===== config.mk =====
export PLATFORM = sky130hd
export DESIGN_NAME = vector_mem_sequencer
export DESIGN_NICKNAME = d
export VERILOG_FILES = /design/src/rtl/vector_mem_pkg.sv /design/src/rtl/vector_addr_gen.sv /design/src/rtl/vector_mem_sequencer.sv
export SDC_FILE = /design/constraint.sdc
export NUM_CORES = 1
export LEC_CHECK = 0
export CORE_AREA = 2 2 281 283
export DETAILED_ROUTE_END_ITERATION = 16
export DIE_AREA = 0 0 283 285
export GPL_ROUTABILITY_DRIVEN = 0
export MAX_ROUTING_LAYER = met4
export SYNTH_ARGS = -nofsm -noshare
export SYNTH_HDL_FRONTEND = slang
export SYNTH_SLANG_ARGS = --single-unit
export TNS_END_PERCENT = 1

===== constraint.sdc =====
create_clock -name clk -period 2.73 [get_ports clk]
set_clock_uncertainty 0.1 [all_clocks]
set_input_delay 0.4095 -clock clk [delete_from_list [all_inputs] [get_ports clk]]
set_output_delay 0.4095 -clock clk [all_outputs]
set_load 0.02 [all_outputs]

===== src/rtl/vector_mem_pkg.sv =====
// Shared types and default sizing for the vector memory sequencer.
package vector_mem_pkg;

  localparam int LANES         = 8;
  localparam int DATA_WIDTH    = 32;
  localparam int ADDRESS_WIDTH = 32;
  localparam int MEM_SIZE      = 4096;
  localparam int LEN_WIDTH     = $clog2(LANES + 1);

  typedef enum logic [1:0] {
    IDLE,
    ACCESS,
    DONE
  } state_t;

  typedef logic [LANES-1:0][DATA_WIDTH-1:0] lane_vec_t;

endpackage


===== src/rtl/vector_addr_gen.sv =====
// Lane address walker: strided address register, lane index, range check
// and last-lane detect for one vector request.
module vector_addr_gen #(
  parameter int LANES         = vector_mem_pkg::LANES,
  parameter int ADDRESS_WIDTH = vector_mem_pkg::ADDRESS_WIDTH,
  parameter int MEM_SIZE      = vector_mem_pkg::MEM_SIZE,
  parameter int LEN_WIDTH     = $clog2(LANES + 1),
  parameter int IDX_WIDTH     = (LANES > 1) ? $clog2(LANES) : 1
) (
  input  logic                     clk,
  input  logic                     rst_n,
  input  logic                     start,
  input  logic                     step,
  input  logic [ADDRESS_WIDTH-1:0] base,
  input  logic [ADDRESS_WIDTH-1:0] stride,
  input  logic [LEN_WIDTH-1:0]     len,
  output logic [ADDRESS_WIDTH-1:0] addr,
  output logic [IDX_WIDTH-1:0]     idx,
  output logic                     out_of_range,
  output logic                     last
);

  logic [ADDRESS_WIDTH-1:0] addr_q;
  logic [ADDRESS_WIDTH-1:0] stride_q;
  logic [IDX_WIDTH-1:0]     idx_q;
  logic [LEN_WIDTH-1:0]     len_q;

  always_ff @(posedge clk or negedge rst_n) begin
    if (!rst_n) begin
      addr_q   <= '0;
      stride_q <= '0;
      idx_q    <= '0;
      len_q    <= '0;
    end else if (start) begin
      addr_q   <= base;
      stride_q <= stride;
      idx_q    <= '0;
      len_q    <= len;
    end else if (step) begin
      // Two's complement stride: plain modular add gives negative strides and wrap.
      addr_q <= addr_q + stride_q;
      idx_q  <= idx_q + IDX_WIDTH'(1);
    end
  end

  assign addr         = addr_q;
  assign idx          = idx_q;
  assign out_of_range = (addr_q >= ADDRESS_WIDTH'(MEM_SIZE));
  assign last         = (LEN_WIDTH'(idx_q) == (len_q - LEN_WIDTH'(1)));

endmodule


===== src/rtl/vector_mem_sequencer.sv =====
// Splits one strided vector load/store into per-lane memory accesses and
// assembles the load result and error status for the MEM stage.
//
// state  | meaning
// IDLE   | ready for a request; latches it on req_valid
// ACCESS | one lane per cycle at the walked address
// DONE   | one-cycle response pulse, then back to IDLE
module vector_mem_sequencer #(
  parameter int LANES         = vector_mem_pkg::LANES,
  parameter int DATA_WIDTH    = vector_mem_pkg::DATA_WIDTH,
  parameter int ADDRESS_WIDTH = vector_mem_pkg::ADDRESS_WIDTH,
  parameter int MEM_SIZE      = vector_mem_pkg::MEM_SIZE,
  parameter int LEN_WIDTH     = $clog2(LANES + 1)
) (
  input  logic                        clk,
  input  logic                        rst_n,
  input  logic                        req_valid,
  output logic                        req_ready,
  input  logic                        req_write,
  input  logic [ADDRESS_WIDTH-1:0]    req_base,
  input  logic [ADDRESS_WIDTH-1:0]    req_stride,
  input  logic [LEN_WIDTH-1:0]        req_len,
  input  logic [LANES*DATA_WIDTH-1:0] req_wdata,
  output logic                        resp_valid,
  output logic                        resp_error,
  output logic [LANES*DATA_WIDTH-1:0] resp_rdata,
  output logic [ADDRESS_WIDTH-1:0]    mem_readAddress,
  output logic [ADDRESS_WIDTH-1:0]    mem_writeAddress,
  output logic                        mem_writeEnable,
  output logic [DATA_WIDTH-1:0]       mem_inputData,
  input  logic [DATA_WIDTH-1:0]       mem_outputData
);

  import vector_mem_pkg::*;

  localparam int IDX_WIDTH = (LANES > 1) ? $clog2(LANES) : 1;

  state_t                           state;
  logic                             write_q;
  logic                             err_q;
  logic [LANES-1:0][DATA_WIDTH-1:0] wdata_q;
  logic [LANES-1:0][DATA_WIDTH-1:0] rbuf_q;

  logic                     accept;
  logic                     step;
  logic [LEN_WIDTH-1:0]     len_clamped;
  logic [ADDRESS_WIDTH-1:0] addr;
  logic [IDX_WIDTH-1:0]     idx;
  logic                     oor;
  logic                     last;

  assign accept      = (state == IDLE) && req_valid;
  assign step        = (state == ACCESS);
  assign len_clamped = (req_len > LEN_WIDTH'(LANES)) ? LEN_WIDTH'(LANES) : req_len;

  vector_addr_gen #(
    .LANES         (LANES),
    .ADDRESS_WIDTH (ADDRESS_WIDTH),
    .MEM_SIZE      (MEM_SIZE),
    .LEN_WIDTH     (LEN_WIDTH),
    .IDX_WIDTH     (IDX_WIDTH)
  ) u_addr_gen (
    .clk          (clk),
    .rst_n        (rst_n),
    .start        (accept),
    .step         (step),
    .base         (req_base),
    .stride       (req_stride),
    .len          (len_clamped),
    .addr         (addr),
    .idx          (idx),
    .out_of_range (oor),
    .last         (last)
  );

  // Decoded from registered state, so the async reset kills the strobe at once.
  assign mem_readAddress  = addr;
  assign mem_writeAddress = addr;
  assign mem_writeEnable  = step && write_q && !oor;
  assign mem_inputData    = (step && write_q) ? wdata_q[idx] : '0;
  assign resp_rdata       = rbuf_q;

  always_ff @(posedge clk or negedge rst_n) begin
    if (!rst_n) begin
      state      <= IDLE;
      req_ready  <= 1'b1;
      resp_valid <= 1'b0;
      resp_error <= 1'b0;
      write_q    <= 1'b0;
      err_q      <= 1'b0;
      wdata_q    <= '0;
      rbuf_q     <= '0;
    end else begin
      case (state)
        IDLE: begin
          if (req_valid) begin
            write_q    <= req_write;
            wdata_q    <= req_wdata;
            rbuf_q     <= '0;
            err_q      <= 1'b0;
            resp_error <= 1'b0;
            req_ready  <= 1'b0;
            if (len_clamped == '0) begin
              state      <= DONE;
              resp_valid <= 1'b1;
            end else begin
              state <= ACCESS;
            end
          end
        end
        ACCESS: begin
          if (!write_q) rbuf_q[idx] <= oor ? '0 : mem_outputData;
          if (oor) err_q <= 1'b1;
          if (last) begin
            state      <= DONE;
            resp_valid <= 1'b1;
            resp_error <= err_q | oor;
          end
        end
        DONE: begin
          resp_valid <= 1'b0;
          req_ready  <= 1'b1;
          state      <= IDLE;
        end
        default: state <= IDLE;
      endcase
    end
  end

endmodule


==> impl_metrics.toml, run 1 <==
[run_status]
status = "finished with violations"
violations = "setup timing"

[synthesis]
syn_nets = 2907
synth_cells = 2513
synth-seq-cells = 590
yosys_warnings = 0
synthTopCellsByArea = "dfrtp_1, nand2_1, a22o_1"
synth_area_per_cell_um2 = 10.0
synth_flop_cell = "dfrtp_1"
synth_area_um2 = 25200
synth_top_cell_area_share_pct = 58.5
ys_async_sr_fraction_pct = 100
yosysTopAreaCell = "dfrtp_1"
yosysUniqueCellTypes = 60
synth_enable_flop_cells = 0
yosysSeqAreaShare_pct = 58.6

[die]
die_h_um = 285
io_pins = 716
dieArea_um2 = 80700
die_w_um = 283
core_area_um2 = 78000
start_util_pct = 32.3
rows = 103

[timing]
hold_viol = 0
max-slew-margin-rel_pct = 22.7
fin_ws_ns = -0.234
finalSetupViolCount = 36
tightest_slew_ns = 1.16
rsz0062_at_grt = "true"
period_share_pct = 109
min_period_ns = 2.96
drv_slew = 0
fmax_ghz = 0.337

[cells_and_area]
area_delta_synth_final_pct = 49.7
nets = 3665
finish.utilization_pct = 48.4
stdcell_count = 4384
stdcell_area_um2 = 37700
drive_gt1_share_pct = 13.4

[global_routing]
grt.total_usage_pct = 24.4
grtUsageMet3_pct = 5.55
top_usage_layer = "met2"
overflow = 0
grt_antenna_before_repair = 12
use_met1_pct = 31.2
grt_max_degree = 74
grt_pass1_wl_um = 146000
use_met2_pct = 38.3
first_global_vias = 22600

[flow_run]
max-cap-violations = 0

[worst_setup_path]
path_delay_family = "buffers and inverters"
crit_slowest_cell = "dfrtp_2"
cp_cell_sequence = "buf_6 -> and3b_2 -> buf_6 -> a22o_4 -> a221oi_2 -> buf_4 -> a31oi_4 -> buf_6"
cp_common_cell = "buf_6"
endpoint_kind = "output pin"
start_kind = "flip-flop"
r2r-start = "u_addr_gen.addr[0]"
crit_fanout = 4
crit_start = "u_addr_gen.idx[2]"
path_buf_inv = 4
worstSetupPathType = "flip-flop to output pin"
required_ns = 2.22
cp.arrival_ns = 2.45
crit_path_max_incr_delay_ns = 0.44

[pwr]
power_density_nw_per_um2 = 1040
ir_drop_v = 0.000691
p_leak_nw = 17.5
power_mw = 39.4

[clock_network]
cts_buffer_depth = 3
cts_root_buffer = "clkbuf_16"
cts_sinks = 590
cts_tree = "done"
htreeDepth = 3
clk_latency_ns = 0.60
cts_buffers = 67
clk_pin_slew_ns = 0.06

[placement]
pre_cts_slack_ns = -0.227
dp_cells = 4228
post-dp-hpwl_um = 70200
dpl_cell_area_um2 = 34800
numPortBuffers = 715

[detailed_routing]
num_vias = 22400
routed_wl_um = 97800
drc = 0
routedWlPerCell_um = 22.3
drt_first_pass_iters = 5
final_antenna_net_count = 0
drt_iter0_drc = 1774
via_per_inst = 5.10

[min_path]
hp-class = "input port to flip-flop"
hold_start = "req_stride[27]"
path summary, 6_finish.rpt:
| kind | endpoint | slack [ns] | cells past startpoint |
|---|---|---|---|
| min in group asynchronous | wdata_q[187] | 0.25 | 2 |
| worst max-delay path | mem_inputData[31] | -0.23 | 8 |
| worst max register to register | u_addr_gen.addr[28] | -0.09 | 11 |
| max in group asynchronous | wdata_q[130] | 1.38 | 3 |
| worst min register to register | wdata_q[115] | 0.38 | 2 |
| worst min-delay path | u_addr_gen.stride_q[27] | 0.23 | 3 |
worst min-delay path: cells and delay by family:
family | cells | cell delay, ns
buffers and inverters | 1 | 0.39
AND/OR/NAND/NOR | 2 | 0.09
state kept, by name, indices dropped and copies added (netlist names):
register	count
resp_rdata	256
wdata_q	256
u_addr_gen.addr	32
u_addr_gen.stride_q	32
u_addr_gen.len_q	4
u_addr_gen.idx	3
state	2
err_q	1
req_ready	1
resp_error	1
resp_valid	1
write_q	1
final cells by class:
class                           count  area [um^2]
Tap cell                         1050         1310
Clock buffer                       92         1920
Timing Repair Buffer              927         9450
Multi-Input combinational cell   1669         9850
Fill cell                        7219        40200
Sequential cell                   590        14800
Clock inverter                     27          330
Inverter                           16         60.1
Antenna cell                       13         32.5
per-stage QoR:
| step | hold slack [ns] | setup TNS, ns |
|---|---|---|
| global placement | 0.301 | -1.94 |
| detailed placement | 0.305 | -2.40 |
| global route | 0.222 | -9.43 |
| floorplan | 0.0139 | -0.0138 |
| CTS | 0.193 | -6.88 |
| finish | 0.229 | -5.39 |
Yosys cell counts (25+ instances only):
cell / count
nor2_1: 34
a22o_1: 289
ha_1: 33
buf_2: 28
a221oi_1: 32
a22oi_1: 71
a31oi_1: 35
buf_1: 44
clkbuf_1: 131
nand2_1: 906
buf_4: 32
a21oi_1: 55
o21ai_0: 25
dfrtp_1: 589
placed cells by master, fill, tap and decap left out, types with 10 or more instances in the layout:
cell type / instances
diode_2: 13
nand4_1: 11
xor2_1: 16
o22ai_1: 16
nor2_1: 26
nand2_1: 903
clkdlybuf4s50_1: 681
clkbuf_16: 69
clkbuf_8: 11
a31oi_1: 26
xnor2_1: 13
dfrtp_1: 584
buf_6: 11
a22oi_1: 68
nand3_1: 15
inv_1: 16
clkinv_2: 10
o21ai_0: 25
clkbuf_1: 12
a221oi_2: 14
ha_1: 31
a21oi_1: 52
a21o_1: 13
a221oi_1: 15
a22o_1: 286
buf_12: 55
buf_4: 165
what timing repair did:
action                                  CTS  global route
hold endpoints to repair                 32             0
pin swaps                                24            24
endpoints found under the setup margin   40            80
hold buffers                              1             0
buffers inserted                         19             3
resized for setup                       201            26
gates cloned                              2             0
cell families (layout without fill, tap and decap cells):
family	Yosys count	count (layout)	synth area share (%)
AOI/OAI and AO/OA	586	586	18.1
xor gates and xnor gates	31	31	1.08
adders and majority gates	34	34	1.72
buffers and inverters	254	1062	4.49
DFF	590	590	58.6
muxes	2	2	0.0794
other	0	13	0
and+or+nand+nor	1016	1016	16.0
metal layers:
metal	up-vias	part of all wire (%)
met4	0	2.8
met2	950	47
met3	167	7.9
met1	11000	42
li1	10200	-
met5	-	0
where the power goes:
group | switching (mW) | internal, mW | leakage [nW] | total [mW]
Clock | 3.74 | 5.44 | 1.10 | 9.18
Sequential | 1.92 | 11.2 | 7.69 | 13.1
Combinational | 9.83 | 7.27 | 8.75 | 17.1
Total | 15.5 | 23.9 | 17.5 | 39.4
(Power assumes the default switching activity.)
==> run 2: changes to the inputs <==
--- a/config.mk
+++ b/config.mk
@@ -5,9 +5,10 @@
 export SDC_FILE = /design/constraint.sdc
 export NUM_CORES = 1
 export LEC_CHECK = 0
-export CORE_AREA = 2 2 281 283
+export ABC_AREA = 1
+export CORE_AREA = 2 2 280 282
 export DETAILED_ROUTE_END_ITERATION = 16
-export DIE_AREA = 0 0 283 285
+export DIE_AREA = 0 0 282 284
 export GPL_ROUTABILITY_DRIVEN = 0
 export MAX_ROUTING_LAYER = met4
 export SYNTH_ARGS = -nofsm -noshare
==> constraint.sdc (replaced) <==
create_clock -name clk -period 2.73 [get_ports clk]
set_clock_uncertainty 0.1 [all_clocks]
set_input_delay 0.546 -clock clk [delete_from_list [all_inputs] [get_ports clk]]
set_output_delay 0.546 -clock clk [all_outputs]
set_load 0.02 [all_outputs]
==> run 2 against run 1 <==
  * The run still ends with setup timing left
  * Hold slack improved by 0.079 ns
  * Combinational power rose by 9.9%
  * Register-to-register slack improved by 0.42 ns
  * First-iteration DRC count rose by 9.4%
  * Highest routed layer unchanged
==> impl_metrics.toml, run 2 <==
[global_routing]
grt_max_degree = 161
grt_pass1_wl_um = 160000
overflow = 0
grt_antenna_before_repair = 20
first_global_vias = 24800
grt.total_usage_pct = 27.5

[die]
rows = 102
die_h_um = 284
core_area_um2 = 77000
die_w_um = 282
start_util_pct = 34.6
dieArea_um2 = 80100
io_pins = 716

[synthesis]
yosys_warnings = 0
synth_area_per_cell_um2 = 8.30
synth_cells = 3203
synth_enable_flop_cells = 0
yosysUniqueCellTypes = 42
ys_async_sr_fraction_pct = 100
synth_flop_cell = "dfrtp_1"
yosysMostFrequentCell = "nand2_1"
synth-seq-cells = 590
synth_area_um2 = 26600
syn_nets = 3597
synthTopCellsByArea = "dfrtp_1, nand2_1, inv_1"
synth_top_cell_area_share_pct = 55.4
yosys-top-cells-count = "nand2_1, dfrtp_1, inv_1"
yosysSeqAreaShare_pct = 55.5
yosysTopAreaCell = "dfrtp_1"

[worst_setup_path]
crit_start = "u_addr_gen.idx[2]"
crit_path_end = "mem_inputData[30]"
endpoint_kind = "output pin"
rrSetupSlack_ns = 0.33
required_ns = 2.08
r2r-end = "u_addr_gen.addr[28]"
worst-r2r-cell-count = 12
r2r-start = "u_addr_gen.addr[0]"
cp.arrival_ns = 2.41
start_kind = "flip-flop"
crit_fanout = 3
worstSetupPathType = "flip-flop to output pin"

[placement]
numPortBuffers = 715
dpl_cell_area_um2 = 35500
post-dp-hpwl_um = 78600

[detailed_routing]
routed_wl_um = 109000
drt_first_pass_iters = 6
final_antenna_net_count = 0
via_per_inst = 4.90
routedWlPerCell_um = 21.6
num_vias = 24800
drt_iter0_drc = 1940
drc = 0

[cells_and_area]
area_delta_synth_final_pct = 46.0
drive_gt1_share_pct = 10.3
nets = 4343
stdcell_area_um2 = 38800
most-common-layout-cells = "nand2_1, clkdlybuf4s50_1, dfrtp_1, inv_1, o22ai_1"
final_common_cell = "nand2_1"

[pwr]
comb_power_share_pct = 45.5
swShare_pct = 43.1
power.internal_mw = 23.5
p_switching_mw = 17.8
power_mw = 41.2
power_density_nw_per_um2 = 1060
p_seq_share_pct = 31.7
clkPwrFrac_pct = 22.8
ir_drop_v = 0.000758
p_leak_nw = 18.1

[clock_network]
clk_pin_slew_ns = 0.06
clk_latency_ns = 0.63
cts_tree = "done"
htreeDepth = 3
cts_buffer_depth = 3
cts_buffers = 68
cts_root_buffer = "clkbuf_16"
cts_sinks = 590

[run_status]
violations = "setup timing"
status = "finished with violations"

[timing]
tightest_slew_ns = 0.881
hold_viol = 0
finalSetupViolCount = 32
drv_slew = 0
min_period_ns = 3.06
fin_ws_ns = -0.328
rsz0062_at_grt = "true"
period_share_pct = 112
fmax_ghz = 0.327
max-slew-margin-rel_pct = 41.3

[min_path]
hp-class = "input port to asynchronous set/reset pin"

[flow_run]
max-cap-violations = 0
-- run 2: layer usage --
layer | global-route usage (%) | wire length [um] | vias up
li1 | - | - | 11700
met1 | 34.6 | 46400 | 12000
met2 | 42.9 | 51000 | 933
met3 | 5.75 | 7590 | 194
met4 | 11.4 | 4210 | 0
met5 | - | 0 | -
-- run 2: cell families after synthesis --
| family | count (synthesis) | synth area share, % |
|---|---|---|
| AO/OA/AOI/OAI | 504 | 11.6 |
| adder cells (fa/ha/maj) | 34 | 1.63 |
| XOR/XNOR | 19 | 0.626 |
| AND/OR/NAND/NOR | 1492 | 21.7 |
| buffers and inverters | 564 | 8.89 |
| flip-flops | 590 | 55.5 |
-- run 2: stage by stage --
stage	worst slack (ns)	cells	util [%]	TNS, ns	hold WS, ns
final	-0.328	5063	50.4	-8.30	0.308
after global routing	-0.389	5061	50.4	-10.52	0.337
after global placement	-0.339	4891	46.2	-4.48	0.363
after CTS	-0.319	5036	50.1	-8.78	0.308
after floorplan	0.392	3203	-	0	0.150
after detailed placement	-0.383	4891	46.2	-6.05	0.366
-- run 2: area by class of cell --
cell class,instances,area (um^2)
diodes,20,50.0
well taps,1040,1300
multi-input cells,2049,10100
repair buffers,864,8900
fillers,7351,38100
clock buffers,84,1810
clock inverters,40,482
inverters,376,1450
flip-flops and latches,590,14800
-- run 2: worst max-delay path, cell delays in order, from the launching register on --
cell,delay [ns]
dfrtp_2,0.43
buf_4,0.16
nor3_4,0.22
buf_4,0.15
inv_2,0.05
o22ai_1,0.13
buf_4,0.16
a221oi_2,0.04
a21oi_2,0.25
buf_4,0.19
-- run 2: how the worst min path moves through the flow --
stage / from / end / slack (ns) / depth (start not counted)
floorplan: rst_n / err_q / 0.15 / 0
global placement: wdata_q[30] / wdata_q[30] / 0.36 / 2
detailed placement: wdata_q[61] / wdata_q[61] / 0.37 / 2
CTS: rst_n / wdata_q[40] / 0.31 / 2
global route: rst_n / wdata_q[40] / 0.34 / 2
finish: rst_n / wdata_q[40] / 0.31 / 2
-- run 2: timing repair --
action / CTS / global route
setup buffers: 20 / 5
cloned: 4 / 2
hold buffers: 1 / 0
endpoints found under the setup margin: 33 / 33
gates resized for setup: 279 / 35
pin swaps: 36 / 26
hold endpoints to repair: 34 / 0
-- run 2: power by group through the flow --
stage / registers, mW / logic [mW] / clock network (mW)
2_1_floorplan: 12.6 / 10.3 / 0
3_3_place_gp: 13.1 / 17.3 / 0
3_5_place_dp: 13.0 / 17.5 / 0
4_1_cts: 13.0 / 18.5 / 9.58
5_1_grt: 13.3 / 20.6 / 9.94
6_report: 13.1 / 18.8 / 9.41
==> run 3: changes to the inputs <==
--- a/config.mk
+++ b/config.mk
@@ -5,10 +5,10 @@
 export SDC_FILE = /design/constraint.sdc
 export NUM_CORES = 1
 export LEC_CHECK = 0
-export ABC_AREA = 1
-export CORE_AREA = 2 2 280 282
+export ABC_CLOCK_PERIOD_IN_PS = 2730
+export CORE_AREA = 2 2 281 283
 export DETAILED_ROUTE_END_ITERATION = 16
-export DIE_AREA = 0 0 282 284
+export DIE_AREA = 0 0 283 285
 export GPL_ROUTABILITY_DRIVEN = 0
 export MAX_ROUTING_LAYER = met4
 export SYNTH_ARGS = -nofsm -noshare
==> run 3 against run 2 <==
  * The run still ends with setup timing left
  * Critical path depth shrank 1
  * Cell area shrank 2.4%
  * Final cell count shrank 13%
  * Non-clock buffer count grew 75
  * Flip-flop and latch count is the same
  * Power shrank 3.9%
  * Global-route usage shrank 2.7 points
  * Count of clock-buffer cells in the layout grew 10
  * Die area grew 0.71%
  * Via count shrank 9.1%
  * Combinational power shrank 8%
  * Largest power group unchanged
  * Highest routed layer unchanged
==> impl_metrics.toml, run 3 (same netlist as run 1, synthesis figures left out) <==
[placement]
post-dp-hpwl_um = 70400
pre_cts_slack_ns = -0.265
numPortBuffers = 715
dp_cells = 4239

[die]
io_pins = 716
core_area_um2 = 78000
die_h_um = 285
rows = 103
die_w_um = 283
start_util_pct = 32.3
dieArea_um2 = 80700

[worst_setup_path]
worstSetupPathType = "flip-flop to output pin"
start_kind = "flip-flop"
cp.arrival_ns = 2.47
required_ns = 2.08
crit_fanout = 8
endpoint_kind = "output pin"

[global_routing]
grt.total_usage_pct = 24.8
grt_pass1_wl_um = 148000
grt_max_degree = 81
grt_antenna_before_repair = 8
first_global_vias = 22700
overflow = 0

[detailed_routing]
drc = 0
routedWlPerCell_um = 22.6
via_per_inst = 5.13
drt_iter0_drc = 1772
final_antenna_net_count = 0
num_vias = 22500
routed_wl_um = 99100
drt_first_pass_iters = 5

[timing]
whs_ns = 0.374
finalSetupViolCount = 37
period_share_pct = 114
rsz0062_at_grt = "true"
min_period_ns = 3.12
fin_ws_ns = -0.390
max-slew-margin-rel_pct = 16.0
hold_viol = 0
fmax_ghz = 0.320
drv_slew = 0
tightest_slew_ns = 1.26

[pwr]
p_leak_nw = 17.7
power_mw = 39.6
ir_drop_v = 0.000749
power_density_nw_per_um2 = 1050

[cells_and_area]
final_common_cell = "nand2_1"
fillers = 7180
drive_gt1_share_pct = 13.8
area_delta_synth_final_pct = 50.3
stdcell_count = 4395
most-common-layout-cells = "nand2_1, clkdlybuf4s50_1, dfrtp_1, a22o_1, buf_4"
nets = 3677
finish.utilization_pct = 48.6

[min_path]
hp-class = "flip-flop to flip-flop"

[run_status]
violations = "setup timing"
status = "finished with violations"

[flow_run]
max-cap-violations = 0

[clock_network]
cts_buffer_depth = 3
cts_buffers = 67
clk_pin_slew_ns = 0.06
cts_sinks = 590
clk_latency_ns = 0.60
cts_root_buffer = "clkbuf_16"
htreeDepth = 3
cts_tree = "done"
[run 3: cell count changes in the layout (fill, tap and decap cells not counted), moves of 35 or more]
cell and delta:
inv_1 -344, nor2_1 -88, nand2_1 -389, nand3_1 -35, a22o_1 +281, a22oi_1 +53, buf_4 +61, o22ai_1 -182
o21ai_0 -84
[run 3: through the flow]
stage | setup TNS [ns] | area (um^2)
floorplan | -0.394 | 25200
global placement | -4.88 | 34900
detailed placement | -6.59 | 34900
CTS | -11.83 | 37700
global route | -16.15 | 37900
finish | -10.52 | 37900
[run 3: final cells by class]
class	instances	area, um^2	share of cell area (%)
clock inverters	29	327	0.862
multi-input cells	1669	9810	25.9
diodes	8	20.0	0.0528
inverters	16	60.1	0.159
well taps	1050	1310	3.47
repair buffers	939	9640	25.4
clock buffers	94	1950	5.15
flip-flops and latches	590	14800	39.0
[run 3: final timing paths]
kind / startpoint / endpoint / cells past startpoint / slack, ns
max: u_addr_gen.idx[1] / mem_inputData[2] / 8 / -0.39
min: wdata_q[174] / wdata_q[174] / 2 / 0.37
min reg2reg: wdata_q[174] / wdata_q[174] / 2 / 0.37
max reg2reg: u_addr_gen.addr[0] / u_addr_gen.addr[28] / 11 / -0.15
max in group asynchronous: rst_n / resp_rdata[245] / 3 / 1.15
min in group asynchronous: rst_n / wdata_q[5] / 2 / 0.42
[run 3: layer usage]
layer	vias up	global-route usage (%)	wire length, um
li1	10200	-	-
met1	11200	32.1	42300
met2	947	39.5	47600
met3	156	4.53	6660
met4	0	7.87	2620
met5	-	-	0
[run 3: repair_timing]
| item | CTS | global route |
|---|---|---|
| hold buffers | 1 | 0 |
| setup endpoints to repair | 39 | 106 |
| gates resized for setup | 207 | 26 |
| setup buffers | 21 | 0 |
| hold endpoints to repair | 40 | 0 |
| pin swaps | 44 | 16 |
| cloned | 7 | 0 |
[run 3: worst max-delay path, stage by stage, from the launching register on]
cell,delay (ns)
dfrtp_2,0.47
and3b_2,0.26
buf_12,0.14
buf_6,0.12
buf_8,0.13
a22o_1,0.18
a221oi_2,0.25
a31oi_2,0.17
buf_12,0.16
[run 3: power by group]
group          switching, mW  internal, mW  total [mW]
Sequential              1.91          11.2        13.1
Clock                   3.72          5.51        9.23
Combinational           9.92          7.41        17.3
